<file path="config.mk">
export PLATFORM = sky130hd
export DESIGN_NAME = note_sprite_drawer
export DESIGN_NICKNAME = d
export VERILOG_FILES = /design/src/rtl/note_sprite_drawer.sv
export SDC_FILE = /design/constraint.sdc
export NUM_CORES = 1
export LEC_CHECK = 0
export ABC_AREA = 1
export CORE_MARGIN = 2
export CORE_UTILIZATION = 53
export CTS_CLUSTER_DIAMETER = 120
export DETAILED_ROUTE_END_ITERATION = 10
export GPL_TIMING_DRIVEN = 0
export MAX_ROUTING_LAYER = met4
export PLACE_DENSITY = 0.79
export SLEW_MARGIN = 20
export SYNTH_ARGS = -nofsm -noshare
export SYNTH_HDL_FRONTEND = slang
export SYNTH_SLANG_ARGS = --single-unit
</file>
<file path="constraint.sdc">
create_clock -name clk -period 3.5 [get_ports clk]
set_input_delay 0.525 -clock clk [delete_from_list [all_inputs] [get_ports clk]]
set_output_delay 0.525 -clock clk [all_outputs]
set_load 0.02 [all_outputs]
</file>
<file path="src/rtl/note_sprite_drawer.sv">
`default_nettype none
// ============================================================================
// Module      : note_sprite_drawer
// Description : Redraws an 8x8 note sprite at a fixed column on a VGA
//               framebuffer. Each accepted frame_tick first erases the
//               sprite at its previous row and then draws it at the newly
//               latched row, one pixel per cycle. Pixels whose row falls
//               at or below line 240 are suppressed (plot=0) while the
//               pixel sweep continues.
//               Optional build macro: DRAWER_SKIP_UNCHANGED_EN -- when
//               defined, a redraw request at an unchanged row skips the
//               erase/draw sweep and completes immediately.
// Revision    : 1.0 - initial release
// ============================================================================
module note_sprite_drawer #(
    parameter logic [8:0] X_POS         = 9'd40,
    parameter logic [2:0] SPRITE_COLOUR = 3'b110,
    parameter logic [2:0] BG_COLOUR     = 3'b000
) (
    input  logic       clk,
    input  logic       resetn,
    input  logic       frame_tick,
    input  logic [7:0] oy,
    output logic [8:0] vga_x,
    output logic [7:0] vga_y,
    output logic [2:0] colour,
    output logic       plot,
    output logic       busy,
    output logic       done
);

    typedef enum logic [1:0] {
        S_IDLE  = 2'd0,
        S_ERASE = 2'd1,
        S_DRAW  = 2'd2,
        S_DONE  = 2'd3
    } state_t;

    localparam logic [5:0] LAST_PIX  = 6'd63;
    localparam logic [8:0] ROW_LIMIT = 9'd240;

    state_t     state_q, state_d;
    logic [5:0] cnt_q, cnt_d;
    logic [7:0] prev_y_q, prev_y_d;
    logic [7:0] new_y_q, new_y_d;
    logic       has_prev_q, has_prev_d;

    logic [8:0] vga_x_q;
    logic [7:0] vga_y_q;
    logic [2:0] colour_q;
    logic       plot_q;
    logic       busy_q;
    logic       done_q;

    // Pixel that will be on the outputs during the next cycle
    logic       pix_active_d;
    logic [7:0] pix_base_d;
    logic [8:0] pix_row_d;
    logic [8:0] vga_x_d;
    logic [2:0] colour_d;
    logic       plot_d;

    // Next-state logic: request acceptance, pixel sweep and completion
    always_comb begin
        state_d    = state_q;
        cnt_d      = cnt_q;
        prev_y_d   = prev_y_q;
        new_y_d    = new_y_q;
        has_prev_d = has_prev_q;
        case (state_q)
            S_IDLE: begin
                if (frame_tick) begin
                    new_y_d = oy;
                    cnt_d   = 6'd0;
`ifdef DRAWER_SKIP_UNCHANGED_EN
                    if (has_prev_q && (oy == prev_y_q)) begin
                        state_d = S_DONE;
                    end else if (has_prev_q) begin
                        state_d = S_ERASE;
                    end else begin
                        state_d = S_DRAW;
                    end
`else
                    state_d = has_prev_q ? S_ERASE : S_DRAW;
`endif
                end
            end
            S_ERASE: begin
                if (cnt_q == LAST_PIX) begin
                    cnt_d   = 6'd0;
                    state_d = S_DRAW;
                end else begin
                    cnt_d = cnt_q + 6'd1;
                end
            end
            S_DRAW: begin
                if (cnt_q == LAST_PIX) begin
                    cnt_d   = 6'd0;
                    state_d = S_DONE;
                end else begin
                    cnt_d = cnt_q + 6'd1;
                end
            end
            S_DONE: begin
                prev_y_d   = new_y_q;
                has_prev_d = 1'b1;
                state_d    = S_IDLE;
            end
            default: begin
                state_d = S_IDLE;
            end
        endcase
    end

    // Pixel address/colour for the upcoming cycle, so the registered
    // outputs line up with the state being entered rather than lagging it
    always_comb begin
        pix_active_d = (state_d == S_ERASE) || (state_d == S_DRAW);
        pix_base_d   = (state_d == S_ERASE) ? prev_y_q : new_y_d;
        pix_row_d    = {1'b0, pix_base_d} + {6'd0, cnt_d[5:3]};
        vga_x_d      = X_POS + {6'd0, cnt_d[2:0]};
        colour_d     = (state_d == S_ERASE) ? BG_COLOUR : SPRITE_COLOUR;
        plot_d       = pix_active_d && (pix_row_d < ROW_LIMIT);
    end

    // State, sweep counter, row history and registered VGA outputs
    always_ff @(posedge clk) begin
        if (!resetn) begin
            state_q    <= S_IDLE;
            cnt_q      <= 6'd0;
            prev_y_q   <= 8'd0;
            new_y_q    <= 8'd0;
            has_prev_q <= 1'b0;
            vga_x_q    <= 9'd0;
            vga_y_q    <= 8'd0;
            colour_q   <= 3'd0;
            plot_q     <= 1'b0;
            busy_q     <= 1'b0;
            done_q     <= 1'b0;
        end else begin
            state_q    <= state_d;
            cnt_q      <= cnt_d;
            prev_y_q   <= prev_y_d;
            new_y_q    <= new_y_d;
            has_prev_q <= has_prev_d;
            plot_q     <= plot_d;
            busy_q     <= (state_d != S_IDLE);
            done_q     <= (state_d == S_DONE);
            // Address and colour hold their last value outside a sweep
            if (pix_active_d) begin
                vga_x_q  <= vga_x_d;
                vga_y_q  <= pix_row_d[7:0];
                colour_q <= colour_d;
            end
        end
    end

    assign vga_x  = vga_x_q;
    assign vga_y  = vga_y_q;
    assign colour = colour_q;
    assign plot   = plot_q;
    assign busy   = busy_q;
    assign done   = done_q;

endmodule
`default_nettype wire

</file>
==> run metrics, run 1 <==
Chip Height 68.1 microns; Cell Pwr Density 482 nW/um^2; complex-gate fraction of the synthesized area 0.135; origin of the worst setup path cnt_q[0]$_SDFF_PN0_; diode count 0; CTS buffer count 5; Worst R2R End plot$_SDFF_PN0_; Initial Utilization 0.548; final setup violation count 0; Worst VDD drop 0.000334 V; post_cts resized 0; Seq/Total Area, Yosys 0.377; Tot GR Track Use 0.224; number of antenna violations at the first check in global routing 0; Hold Crit Endpoint prev_y_q[3]$_SDFFE_PN0N_; CP max FO 9; fraction of layout instances using a drive strength above 1 0.113; hold path cells 2; RSZ-0062 raised after global routing no; Synth Area in Adders 0.0783; Final Hold Fails 0; global-route wire length before repair 7.50 mm; 1st-pass router iterations 4; Stages on worst setup path 20; GR Overflow Total 0; fin crit share 0.894; Ys Warns 0; Startpoint Class flip-flop; worst slew pin tran 0.556 ns; Synth Cell Area 2170 sq um; TNS Setup 0 ns; Synth area leaders dfxtp_1, nand2_1, nor2_1; Hold Crit Start new_y_q[3]$_SDFF_PN0_; Slew HR 0.630; CTS H-tree lvls 2; Worst-Skew Late Latency 0.29 ns; DR vias/cell 4.88; vias in the first global route 1679; Unique masters post-synth 37; Clk pin slew, worst setup/hold paths 0.08 ns; initial DRC count 137; skew final 0.00537 ns; DR vias 1878; Layout fillers 375; Remaining DRCs 0; largest stage delay on the critical path 0.39 ns; Post-CTS Setup Bufs 0; Max Clock Freq 320 MHz; CP Cell Sequence ha_1 > nand4_1 > nor2_4 > nor2_1 > o221ai_1 > nand2_1 > ha_1 > buf_6 > nand2_1 > o21ai_0 > ha_2 > fa_1 > nand2_1 > nand2_1 > nand3_1 > nand2_1 > nand2_1 > nand3_1 > nor2_1 > a21oi_2; post-synthesis xor/xnor area fraction 0.00806; Synth-to-Final Area Change 19.7%; die area 4630 sq um; Routed Antenna Nets 0; Top cell by count, worst path nand2_1; critical path endpoint category flip-flop; synthesized flop and latch total 41; site row count 23; Slew Limit Fails 0; worst r2r src cnt_q[0]$_SDFF_PN0_; CP arrival 3.31 ns; Clock Tree Buf Depth 2; WP data required 3.69 ns; GPL Wtd Cong 0.873; share of the synthesized area in the top cell type 0.377; Leakage 1.24 nW; worst path bufs/invs 1; worst reg2reg path depth 20; hold_buf cts 0; Storage cell area 821 sq um; Final Instance Count excl. Fillers 385; critical path type reg -> reg; max-cap violation count 0; Hold Path Class reg -> reg; largest family of logic cells by synthesized area simple AND/OR/NAND/NOR gates; Syn Area/Cell 7.32 sq um; setup slack, reg-to-reg 0.37 ns; Wirelength per Cell 11.7 microns; top cell family by delay on the critical path simple AND/OR/NAND/NOR gates; multiplexer share of the synthesized area 0.0138; placed insts 377; I/O pins 34; Util after Layout 0.655; Syn Inst Count 297; clock root buffer clkbuf_8; largest area contributor in the netlist dfxtp_1; Critical-path top delay cell fa_1; Min Clock Period, post-route 3.13 ns; status complete, no violations; Die X 68.1 microns; largest net degree at the start of global routing 12; CTS tree yes; Core ar. 3970 sq um; TritonCTS Sinks 41; Layout Nets 358; Routed Wire Length 4.51 mm; simple-gate area share of the yosys netlist 0.261; area of the multi-input gates 1110 sq um; placed wire-length estimate 3.31 mm; port bufs 26
-- worst reg2reg max path: stages, from the launching register on --
cell      delay [ns]
dfxtp_1         0.38
ha_1            0.21
nand4_1         0.18
nor2_4          0.16
nor2_1          0.05
o221ai_1        0.14
nand2_1         0.13
ha_1            0.24
buf_6           0.14
nand2_1         0.06
o21ai_0         0.09
ha_2            0.20
fa_1            0.39
nand2_1         0.08
nand2_1         0.08
nand3_1         0.09
nand2_1         0.05
nand2_1         0.09
nand3_1         0.09
nor2_1          0.12
a21oi_2         0.06
-- registers in the layout, indices dropped and copies added, names as in the netlist --
name / cells
state_q: 2
colour: 1
vga_x: 4
plot: 1
cnt_q: 6
has_prev_q: 1
prev_y_q: 8
done: 1
new_y_q: 8
vga_y: 8
busy: 1
-- routing by layer --
layer,GRT usage,up-vias,routed length (microns)
li1,-,999,-
met1,0.289,834,2240
met2,0.351,38,2000
met3,0.0395,7,193
met4,0.0825,0,72
met5,-,-,0
-- stage by stage --
stage / hold slack (ns) / setup WS (ns) / power, W / instance area (sq um)
2_1_floorplan: 0.428 / 0.673 / 0.000821 / 2190
3_3_place_gp: 0.445 / 0.375 / 0.000955 / 2510
3_5_place_dp: 0.450 / 0.306 / 0.000960 / 2510
4_1_cts: 0.466 / 0.278 / 0.00126 / 2590
5_1_grt: 0.499 / 0.00479 / 0.00133 / 2600
6_report: 0.464 / 0.371 / 0.00126 / 2600
-- cell usage in the layout, fill, tap and decap left out, types with 2 or more instances in the layout --
cell	synthesis	routed
conb_1	1	5
nor2_1	45	44
ha_1	12	11
or2_2	2	2
o211ai_1	2	2
nand3_1	13	13
xor2_1	2	2
clkbuf_8	0	5
nor2_2	2	2
o21ai_1	2	3
a21oi_1	18	18
mux2i_1	3	3
o21ai_0	27	26
nand3_2	4	4
inv_2	2	2
nand2_2	4	4
nand2_1	49	49
dfxtp_1	41	41
clkbuf_1	6	9
clkdlybuf4s50_1	0	26
buf_4	9	9
inv_1	36	36
-- how the worst max path moves through the flow --
stage,slack (ns),endpoint
after detailed placement,0.31,plot$_SDFF_PN0_
after CTS,0.28,plot$_SDFF_PN0_
after floorplan,0.67,plot$_SDFF_PN0_
after global placement,0.37,plot$_SDFF_PN0_
after global routing,0.005,plot$_SDFF_PN0_
final,0.37,plot$_SDFF_PN0_
-- logic make-up (layout without fill, tap and decap cells) --
| family | Yosys count | in the layout |
|---|---|---|
| fa+ha+maj | 13 | 13 |
| xor+xnor | 2 | 2 |
| buf+inv | 57 | 91 |
| flops | 41 | 41 |
| simple gates | 126 | 126 |
| compound gates | 54 | 54 |
| other cells | 1 | 5 |
| mux | 3 | 3 |
-- area by class of cell --
type / count / share of cell area
multi-input cells: 203 / 0.426
flip-flops and latches: 41 / 0.315
repair buffers: 26 / 0.100
well taps: 50 / 0.0240
plain buffers: 18 / 0.0466
clock buffers: 8 / 0.0308
inverters: 39 / 0.0572
-- cells in the mapped netlist (all sizes together) --
library cell,count
nand2,54
nor2,47
dfxtp,41
inv,39
o21ai,29
a21oi,19
nand3,17
buf,12
ha,12
clkbuf,6
or2,4
mux2i,3
o211ai,3
xor2,2
and2,1
conb,1
fa,1
nand3b,1
nand4,1
nor3,1
o21bai,1
o221ai,1
o22ai,1
-- power breakdown --
part | total, W | internal, W | switching [W]
Clock | 0.000302 | 0.000142 | 0.000160
Sequential | 0.000546 | 0.000517 | 0.0000286
Combinational | 0.000407 | 0.000171 | 0.000237
Total | 0.00126 | 0.000830 | 0.000426
No activity file was read; power rests on OpenSTA's default activity.
==> run 2, diff against run 1 <==
==> constraint.sdc (replaced) <==
create_clock -name clk -period 3.5 [get_ports clk]
set_input_delay 0.525 -clock clk [delete_from_list [all_inputs] [get_ports clk]]
set_output_delay 0.525 -clock clk [all_outputs]
set_load 0.05 [all_outputs]
==> results of run 2 <==
The final DEF is identical to that of run 1. Status: complete, no violations.
Among the figures that moved: total power 0.00126 W -> 0.00135 W; worst IR drop on VDD 0.000334 V -> 0.000362 V
